<file path="src/rtl/npu_pool_pkg.sv">
// rtl/npu_pool_pkg.sv - shared pooling constants and state encoding
// Purpose: defaults shared between the pooling engine and its output buffer,
//   plus the output-buffer state encoding.
// Ports: none (package).
package npu_pool_pkg;

  localparam int POOL_BIT_DEPTH = 8;
  localparam int POOL_DEPTH     = 32;
  localparam int POOL_ADDR_W    = 5;

  typedef enum logic [1:0] {
    ST_IDLE    = 2'd0,
    ST_COLLECT = 2'd1,
    ST_DRAIN   = 2'd2
  } pool_state_e;

endpackage

</file>
<file path="src/rtl/pool_out_mem.sv">
// rtl/pool_out_mem.sv - result register array with valid bitmap
// Purpose: DEPTH x BIT_DEPTH storage with a per-entry valid bit. Reads are
//   masked by the valid bit so never-written entries read back as zero.
// Ports:
//   i_clk, i_rst       clock, synchronous active-high reset (clears bitmap)
//   i_clr              clears the valid bitmap (frame start)
//   i_wr_en            write strobe (caller guarantees an accepted write)
//   i_wr_addr          write address
//   i_wr_data          write data
//   o_wr_hit           valid bit at i_wr_addr before this cycle's write
//   i_rd_addr          combinational read address
//   o_rd_data          masked read data
module pool_out_mem
  import npu_pool_pkg::*;
#(
  parameter int BIT_DEPTH = POOL_BIT_DEPTH,
  parameter int DEPTH     = POOL_DEPTH,
  parameter int ADDR_W    = POOL_ADDR_W
) (
  input  logic                 i_clk,
  input  logic                 i_rst,
  input  logic                 i_clr,
  input  logic                 i_wr_en,
  input  logic [ADDR_W-1:0]    i_wr_addr,
  input  logic [BIT_DEPTH-1:0] i_wr_data,
  output logic                 o_wr_hit,
  input  logic [ADDR_W-1:0]    i_rd_addr,
  output logic [BIT_DEPTH-1:0] o_rd_data
);

  localparam logic [ADDR_W:0] DEPTH_W = (ADDR_W + 1)'(DEPTH);

  logic [DEPTH-1:0]     r_valid;
  logic [BIT_DEPTH-1:0] r_mem [0:DEPTH-1];

  logic w_wr_in_range;
  logic w_rd_in_range;

  assign w_wr_in_range = {1'b0, i_wr_addr} < DEPTH_W;
  assign w_rd_in_range = {1'b0, i_rd_addr} < DEPTH_W;

  // Clear wins over a same-cycle write; the controller never issues both.
  always_ff @(posedge i_clk) begin
    if (i_rst || i_clr) begin
      r_valid <= '0;
    end else if (i_wr_en && w_wr_in_range) begin
      r_valid[i_wr_addr] <= 1'b1;
    end
  end

  // Data array has no reset: contents are masked by the bitmap.
  always_ff @(posedge i_clk) begin
    if (i_wr_en && w_wr_in_range) begin
      r_mem[i_wr_addr] <= i_wr_data;
    end
  end

  assign o_wr_hit  = w_wr_in_range && r_valid[i_wr_addr];
  assign o_rd_data = (w_rd_in_range && r_valid[i_rd_addr]) ? r_mem[i_rd_addr] : '0;

endmodule

</file>
<file path="src/rtl/pool_out_buffer.sv">
// rtl/pool_out_buffer.sv - pooled-result reorder buffer with in-order drain
// Purpose: collects scattered pooled writes from the engine, then drains all
//   addresses 0..hw_addr in order over a valid/ready stream.
// Optional feature: define POOL_OUT_RELU_EN to store negative values as 0.
// Ports:
//   i_clk, i_rst            clock, synchronous active-high reset
//   i_start                 clear buffer and (re)enter COLLECT
//   i_wr_en/i_wr_addr/i_wr_data  engine result write
//   i_pool_done             engine done, ends collection
//   o_m_valid/o_m_data/o_m_addr/o_m_last, i_m_ready  drain stream
//   o_busy                  state != IDLE
//   o_drain_done            one-cycle pulse after frame completion
//   o_count                 distinct entries written this frame
//   o_wr_err                sticky write error
module pool_out_buffer
  import npu_pool_pkg::*;
#(
  parameter int BIT_DEPTH = POOL_BIT_DEPTH,
  parameter int DEPTH     = POOL_DEPTH,
  parameter int ADDR_W    = POOL_ADDR_W
) (
  input  logic                 i_clk,
  input  logic                 i_rst,
  input  logic                 i_start,
  input  logic                 i_wr_en,
  input  logic [ADDR_W-1:0]    i_wr_addr,
  input  logic [BIT_DEPTH-1:0] i_wr_data,
  input  logic                 i_pool_done,
  output logic                 o_m_valid,
  input  logic                 i_m_ready,
  output logic [BIT_DEPTH-1:0] o_m_data,
  output logic [ADDR_W-1:0]    o_m_addr,
  output logic                 o_m_last,
  output logic                 o_busy,
  output logic                 o_drain_done,
  output logic [ADDR_W:0]      o_count,
  output logic                 o_wr_err
);

  localparam logic [ADDR_W:0] DEPTH_W = (ADDR_W + 1)'(DEPTH);

  pool_state_e          r_state;
  pool_state_e          w_state_nxt;
  logic [ADDR_W:0]      r_count;
  logic [ADDR_W-1:0]    r_hw_addr;
  logic [ADDR_W-1:0]    r_rd_ptr;
  logic                 r_wr_err;
  logic                 r_drain_done;

  logic                 w_in_range;
  logic                 w_wr_hit;
  logic                 w_mem_wr;
  logic                 w_new_entry;
  logic                 w_err_evt;
  logic                 w_is_last;
  logic                 w_xfer;
  logic                 w_done_collect;
  logic                 w_finish;
  logic [ADDR_W:0]      w_count_post;
  logic [BIT_DEPTH-1:0] w_wr_data;
  logic [BIT_DEPTH-1:0] w_rd_data;

`ifdef POOL_OUT_RELU_EN
  assign w_wr_data = i_wr_data[BIT_DEPTH-1] ? '0 : i_wr_data;
`else
  assign w_wr_data = i_wr_data;
`endif

  assign w_in_range  = {1'b0, i_wr_addr} < DEPTH_W;
  // start pre-empts any write in the same cycle.
  assign w_mem_wr    = (r_state == ST_COLLECT) && i_wr_en && !i_start && w_in_range;
  assign w_new_entry = w_mem_wr && !w_wr_hit;
  // Count including a write landing in the pool_done cycle.
  assign w_count_post = r_count + {{ADDR_W{1'b0}}, w_new_entry};
  assign w_err_evt   = i_wr_en && ((r_state != ST_COLLECT) || !w_in_range || w_wr_hit);

  assign w_is_last      = (r_rd_ptr == r_hw_addr);
  assign w_xfer         = (r_state == ST_DRAIN) && i_m_ready;
  assign w_done_collect = (r_state == ST_COLLECT) && i_pool_done;
  // Frame completes either on an empty pool_done or on the last drain beat.
  assign w_finish = !i_start &&
                    ((w_done_collect && (w_count_post == '0)) || (w_xfer && w_is_last));

  pool_out_mem #(
    .BIT_DEPTH (BIT_DEPTH),
    .DEPTH     (DEPTH),
    .ADDR_W    (ADDR_W)
  ) u_mem (
    .i_clk     (i_clk),
    .i_rst     (i_rst),
    .i_clr     (i_start),
    .i_wr_en   (w_mem_wr),
    .i_wr_addr (i_wr_addr),
    .i_wr_data (w_wr_data),
    .o_wr_hit  (w_wr_hit),
    .i_rd_addr (r_rd_ptr),
    .o_rd_data (w_rd_data)
  );

  always_ff @(posedge i_clk) begin
    if (i_rst) begin
      r_state <= ST_IDLE;
    end else begin
      r_state <= w_state_nxt;
    end
  end

  always_comb begin
    w_state_nxt = r_state;
    if (i_start) begin
      w_state_nxt = ST_COLLECT;
    end else begin
      case (r_state)
        ST_COLLECT: begin
          if (i_pool_done) begin
            w_state_nxt = (w_count_post == '0) ? ST_IDLE : ST_DRAIN;
          end
        end
        ST_DRAIN: begin
          if (w_xfer && w_is_last) begin
            w_state_nxt = ST_IDLE;
          end
        end
        default: w_state_nxt = r_state;
      endcase
    end
  end

  always_ff @(posedge i_clk) begin
    if (i_rst) begin
      r_count      <= '0;
      r_hw_addr    <= '0;
      r_rd_ptr     <= '0;
      r_wr_err     <= 1'b0;
      r_drain_done <= 1'b0;
    end else begin
      r_drain_done <= w_finish;
      if (i_start) begin
        r_count   <= '0;
        r_hw_addr <= '0;
        r_rd_ptr  <= '0;
        r_wr_err  <= 1'b0;
      end else begin
        if (w_mem_wr) begin
          r_count <= w_count_post;
          if (i_wr_addr > r_hw_addr) begin
            r_hw_addr <= i_wr_addr;
          end
        end
        if (w_err_evt) begin
          r_wr_err <= 1'b1;
        end
        if (w_done_collect) begin
          r_rd_ptr <= '0;
        end else if (w_xfer && !w_is_last) begin
          r_rd_ptr <= r_rd_ptr + 1'b1;
        end
      end
    end
  end

  always_comb begin
    o_m_valid = 1'b0;
    o_m_addr  = '0;
    o_m_data  = '0;
    o_m_last  = 1'b0;
    o_busy    = (r_state != ST_IDLE);
    if (r_state == ST_DRAIN) begin
      o_m_valid = 1'b1;
      o_m_addr  = r_rd_ptr;
      o_m_data  = w_rd_data;
      o_m_last  = w_is_last;
    end
  end

  assign o_drain_done = r_drain_done;
  assign o_count      = r_count;
  assign o_wr_err     = r_wr_err;

endmodule

</file>
<file path="config.mk">
export PLATFORM = sky130hd
export DESIGN_NAME = pool_out_buffer
export DESIGN_NICKNAME = d
export VERILOG_FILES = /design/src/rtl/npu_pool_pkg.sv /design/src/rtl/pool_out_mem.sv /design/src/rtl/pool_out_buffer.sv
export SDC_FILE = /design/constraint.sdc
export NUM_CORES = 1
export LEC_CHECK = 0
export BUFFER_PORTS_ARGS = -buffer_cell sky130_fd_sc_hd__buf_2
export CAP_MARGIN = 20
export CORE_MARGIN = 5
export CORE_UTILIZATION = 30
export CTS_CLUSTER_DIAMETER = 200
export CTS_CLUSTER_SIZE = 12
export DETAILED_ROUTE_END_ITERATION = 6
export GPL_TIMING_DRIVEN = 0
export HOLD_SLACK_MARGIN = 0.02
export PLACE_DENSITY_LB_ADDON = 0.05
export SLEW_MARGIN = 20
export SYNTH_ARGS = -nofsm -noshare
export SYNTH_HDL_FRONTEND = slang
export SYNTH_SLANG_ARGS = --single-unit
</file>
<file path="constraint.sdc">
create_clock -name i_clk -period 7.94 [get_ports i_clk]
set_input_delay 0.397 -clock i_clk [delete_from_list [all_inputs] [get_ports i_clk]]
set_output_delay 0.397 -clock i_clk [all_outputs]
set_load 0.05 [all_outputs]
</file>
# == After elaboration in Yosys (flattened, before gate mapping) ==
# Memory sizes are Yosys's and may differ from the RTL's. A register that Yosys moved wholly into a read port is not among the register bits.
# Cells that the tools add are included.
# W data, S select, Z words.
# totals
reg_bits,52
mem_bits_rw,256
input_bits,19
n_memories,1
# op_classes
n_addsub,2
n_lt_le_gt_ge,4
n_eq_ne,8
mux,20
n_bitwise,1
reduce_logical,26
# mem_list
name,words,width,rd,rd_clocked_by_memory_dff,write_ports,line,source
u_mem.r_mem,32,8,1,1,1,pool_out_mem.sv:34,logic [BIT_DEPTH-1:0] r_mem [0:DEPTH-1];
# op_table
op,count
$or A32 B32 Y32,1
$mux W8,2
$mux W5,3
$lt A5 B6 Y1 const B,2
$logic_and A1 B1 Y1,11
$bmux W1 S5,2
$mux W1,8
$add A6 B1 Y6,1
$logic_not A6 Y1,1
$mux W2,3
$reduce_and A3 Y1,2
$add A5 B1 Y5 const B,1
$demux W1 S5,1
$eq A5 B5 Y1,1
$ge A5 B1 Y1 const B,1
$gt A5 B5 Y1,1
$ne A2 B1 Y1 const B,2
$pmux W2 S2,1
$reduce_bool A2 Y1,2
$logic_not A1 Y1,3
$logic_or A1 B1 Y1,3
$ne A3 B2 Y1 const B,1
$ne A3 B3 Y1 const B,1
$reduce_bool A3 Y1,1
6 further kinds,6

# == Logic depth before layout (Yosys ltp) ==
# logic_depth
depth_word,10
depth_mapped,14

# == Cells and area by module ==
# A second synthesis with hierarchy kept.
# hier_totals
cells_unflattened,783
area_unflattened_um2,12928.6
# modules_own_cells
mod,n_inst,cells_each,area_per_inst_um2,seq_area_each_um2
pool_out_mem,1,631,11627.4,8328.0
pool_out_buffer,1,152,1301.2,400.4

# == Worst setup path after synthesis ==
# No wires, ideal clock.
# synth_path
kind,input to register
from,input i_wr_addr[0]
to,register r_state[1]
setup_ns,0.131
arrival_time_ns,2.927
t_required_ns,7.809
path_slack_ns,4.882
stages,13
n_path_buf,1
cell_sequence,buf_2 > mux4_2 > nor2b_1 > a21oi_1 > nand4_1 > nor2_1 > ha_1 > nand3_1 > mux2_2 > o22a_1 > a2111o_1 > a21oi_1 > nor3_1
# synth_via
elab_chain_len,9
# synth_lines
element,line,source
start: declaration,pool_out_buffer.sv:26,"input logic [ADDR_W-1:0] i_wr_addr,"
$bmux W1 S5,pool_out_mem.sv:58,assign o_wr_hit = w_wr_in_range && r_valid[i_wr_addr];
$mux W1 (not written as such),pool_out_mem.sv:58,
$logic_not A1 Y1,pool_out_buffer.sv:72,assign w_new_entry = w_mem_wr && !w_wr_hit;
$logic_and A1 B1 Y1,pool_out_buffer.sv:72,
$add A6 B1 Y6,pool_out_buffer.sv:74,"assign w_count_post = r_count + {{ADDR_W{1'b0}}, w_new_entry};"
$logic_not A6 Y1,pool_out_buffer.sv:116,w_state_nxt = (w_count_post == '0) ? ST_IDLE : ST_DRAIN;
$mux W2,pool_out_buffer.sv:116,
$mux W2,pool_out_buffer.sv:115,if (i_pool_done) begin
$pmux W2 S2,pool_out_buffer.sv:113,case (r_state)
end signal: assignment,pool_out_buffer.sv:104,r_state <= w_state_nxt;
end: declaration,pool_out_buffer.sv:42,pool_state_e r_state;
# No other way between the ends. The select of a mux whose other input is x is not followed.
# A chain may end at the register's enable or synchronous reset.

==> reports/qor.txt <==
======================================================================================
Outcome                                                                   finished, final reports clean
Final setup fails                                                                    0
Global-route usage over all layers                                               14.6%
Relative slew slack                                                              27.2%
Internal power of the cells                                                    2.52 mW
Initial core utilization                                                         30.3%
CTS sink count                                                                     313
Data arrival, critical path                                                    3.83 ns
Register cell area after layout                                           0.00883 mm^2
Antenna diode count                                                                  0
Most used flip-flop cell after synthesis                                  sky130_fd_sc_hd__edfxtp_1
Nature of the critical path endpoint                                       output port
Main area contributors after synthesis                                    sky130_fd_sc_hd__edfxtp_1 61%, sky130_fd_sc_hd__mux4_2 13%, sky130_fd_sc_hd__dfxtp_1 9.0%
Clock Tree Root                                                           sky130_fd_sc_hd__clkbuf_16
Switching Share                                                                  20.6%
Area share of the largest cell type after synthesis                              60.7%
Syn Nets                                                                           710
Area growth from synthesis to final layout                                       14.3%
Antenna-violating nets left                                                          0
Nets                                                                               787
Post-detailed-route wirelength per cell                                        25.9 um
GP Congestion                                                                    0.794
Clock tree from TritonCTS                                                        built
Combined area of the multi-input logic cells                              0.00366 mm^2
First-pass iteration count of the detailed router                                    5
Required time at the endpoint of the critical path                             7.54 ns
Total net switching power                                                     0.654 mW
Fraction of registers with async set/reset                                          0%
HP Class                                                                        in2reg
Remaining global-route overflow                                                      0
Total power density per cell area                                          219 mW/mm^2
Pre-CTS setup slack                                                            4.07 ns
IR drop worst, VDD                                                          0.000156 V
Proportion of layout cells with a drive suffix above 1                           23.7%
Gate count of the mapped netlist                                                   683
Most used standard cells in the synthesized netlist                       256 x sky130_fd_sc_hd__edfxtp_1, 100 x sky130_fd_sc_hd__nor2_1, 74 x sky130_fd_sc_hd__mux4_2, 57 x sky130_fd_sc_hd__dfxtp_1, 23 x sky130_fd_sc_hd__mux4_1
Highest net fanout along the worst path                                             10
Core Area                                                                  0.0419 mm^2
Slew Viols, Final                                                                    0
Post-Route Setup TNS                                                              0 ns
Source-to-sink clock delay at the later pin of the worst-skew pair             0.56 ns
Crit Path Category                                                             reg2out
Unrepaired setup endpoints after global routing                                  false
Width of the chip                                                               215 um
Final WL                                                                      34200 um
Maximum clock frequency                                                        237 MHz
Area enclosed by the die boundary                                          0.0464 mm^2
Global-route wire length before repair                                        49900 um
Routed vias                                                                       6609
Cell row count                                                                      75
Post-DR vias/cell                                                                 5.00
Number of buffers created by CTS                                                    30
Clock slew at the register clock pins of the worst setup and hold paths        0.07 ns
Part of the cycle the worst path needs                                           53.2%
Warning count from the yosys run                                                     0
HPWL reported at the end of detailed placement                                22900 um
Proportion of power drawn by flip-flops and latches                              56.0%
Final routed DRC violation total                                                     0
Vias in the first global route                                                    7127
Unique cell type count in the Yosys netlist                                         45
Post-synth EDFFs                                                                   256
Fill cells                                                                        3984
Skew final                                                                   0.0208 ns
Maximum Capacitance Violations                                                       0
Final-report hold violation count                                                    0
Flip-flop and latch count after synthesis                                          313
Cells after DPL                                                                   1264
Leading cell type by number of instances after synthesis                  sky130_fd_sc_hd__edfxtp_1
Initial DRC Count                                                                  422
Static leakage power                                                           4.61 nW
Setup slack of the critical path after layout                                  3.72 ns
Top cell type by total area after synthesis                               sky130_fd_sc_hd__edfxtp_1
Fraction of power consumed by the clock network                                  42.0%
Syn avg cell area                                                            18.5 um^2
Share of power burned in combinational logic                                      2.0%
Pin count of the biggest net entering global routing                                33
Share of synthesized area occupied by flip-flops and latches                     69.7%
Startpoint types                                                              register
Deepest clock path buffer count                                                      3
Die height                                                                      215 um
Time the final worst path needs with I/O delays and setup                      4.22 ns
Number of buffers added on ports                                                    42
Post-synthesis instance area                                               0.0127 mm^2
Number of antenna violations at the first check in global routing                    4
Worst Tran Pin Value                                                           1.09 ns
Depth of the CTS H-tree                                                              1
Final core utilization                                                           34.6%
Count of placed standard cells in the final layout, fillers left out              1323
I/O pin count                                                                       43
======================================================================================
==> kinds of logic after synthesis <==
kind of cell,Yosys count,share of synthesized area (%)
flip-flops,313,69.7
AND/OR/NAND/NOR,158,5.63
multiplexers,113,19.3
buffers and inverters,41,1.63
AO/OA/AOI/OAI,38,2.09
XOR/XNOR,12,0.830
adder cells (fa/ha/maj),8,0.790
==> metal layers <==
metal	wire length [um]	GRT usage, %	vias to the layer above
met3	1420	2.26	42
met5	0	0	-
li1	-	-	2880
met4	736	3.86	0
met2	16500	24.1	158
met1	15600	20.5	3529
==> critical path: stages, from the launching register on <==
cell and delay, ns:
sky130_fd_sc_hd__dfxtp_1 0.34, sky130_fd_sc_hd__clkbuf_1 0.55, sky130_fd_sc_hd__clkbuf_1 0.68, sky130_fd_sc_hd__mux4_2 0.47, sky130_fd_sc_hd__mux4_1 0.59, sky130_fd_sc_hd__mux2i_1 0.30
sky130_fd_sc_hd__nor2_1 0.09, sky130_fd_sc_hd__buf_2 0.23
==> final cells by class <==
type	count	share of cell area (%)
Buffer	33	1.22
Clock buffer	55	5.98
Clock inverter	1	0.0778
Inverter	8	0.207
Multi-Input combinational cell	329	25.3
Sequential cell	313	61.0
Tap cell	539	4.66
Timing Repair Buffer	45	1.62
==> registers in the layout, summed over array words and instances, names as in the netlist, named ones only <==
signal	cells
o_count	6
o_drain_done	1
o_wr_err	1
r_hw_addr	5
r_rd_ptr	5
r_state	2
u_mem.r_mem	256
u_mem.r_valid	32
==> worst paths after layout <==
check | cells past startpoint | startpoint | end | slack (ns)
max | 7 | register | o_m_data[1] | 3.72
min | 3 | i_start | r_state[0] | 0.13
max reg2reg | 12 | u_mem.r_valid[3] | o_drain_done | 4.71
min reg2reg | 1 | u_mem.r_valid[5] | u_mem.r_valid[5] | 0.50
==> per-stage QoR <==
step	hold slack (ns)	area [um^2]	power (mW)
floorplan	0.449	12700	1.84
global placement	0.466	13600	1.87
detailed placement	0.475	13600	1.88
CTS	0.0996	14500	3.22
global route	0.137	14500	3.29
finish	0.129	14500	3.17
==> placed cells by master, fill, tap and decap left out, types with 3 or more instances in the layout <==
| cell type | count |
|---|---|
| sky130_fd_sc_hd__and2_1 | 4 |
| sky130_fd_sc_hd__o21ai_0 | 4 |
| sky130_fd_sc_hd__a21oi_1 | 9 |
| sky130_fd_sc_hd__mux4_1 | 23 |
| sky130_fd_sc_hd__inv_1 | 8 |
| sky130_fd_sc_hd__mux4_2 | 74 |
| sky130_fd_sc_hd__o21a_1 | 16 |
| sky130_fd_sc_hd__clkbuf_16 | 31 |
| sky130_fd_sc_hd__nor2b_1 | 6 |
| sky130_fd_sc_hd__nand2_1 | 12 |
| sky130_fd_sc_hd__buf_1 | 3 |
| sky130_fd_sc_hd__nand3_1 | 11 |
| sky130_fd_sc_hd__nor2_2 | 12 |
| sky130_fd_sc_hd__nand3b_1 | 4 |
| sky130_fd_sc_hd__ha_1 | 8 |
| sky130_fd_sc_hd__mux2i_1 | 14 |
| sky130_fd_sc_hd__nor2_1 | 88 |
| sky130_fd_sc_hd__dfxtp_1 | 57 |
| sky130_fd_sc_hd__buf_2 | 50 |
| sky130_fd_sc_hd__edfxtp_1 | 256 |
| sky130_fd_sc_hd__xnor2_1 | 4 |
| sky130_fd_sc_hd__clkbuf_1 | 41 |
| sky130_fd_sc_hd__xor2_1 | 8 |
| sky130_fd_sc_hd__nand4_1 | 4 |
| sky130_fd_sc_hd__or2_2 | 3 |
| sky130_fd_sc_hd__buf_6 | 3 |
==> repair_timing <==
item | CTS | global route
setup buffers | 0 | 0
endpoints found under the hold margin | 1 | 0
gates resized for setup | 0 | 0
hold buffers | 1 | 0
==> power by group through the flow <==
stage	logic, mW	clock network [mW]	registers [mW]
3_5_place_dp	0.0656	0	1.81
2_1_floorplan	0.0224	0	1.81
5_1_grt	0.0712	1.44	1.78
6_report	0.0646	1.33	1.78
3_3_place_gp	0.0628	0	1.81
4_1_cts	0.0659	1.38	1.78
(Power assumes the default switching activity.)
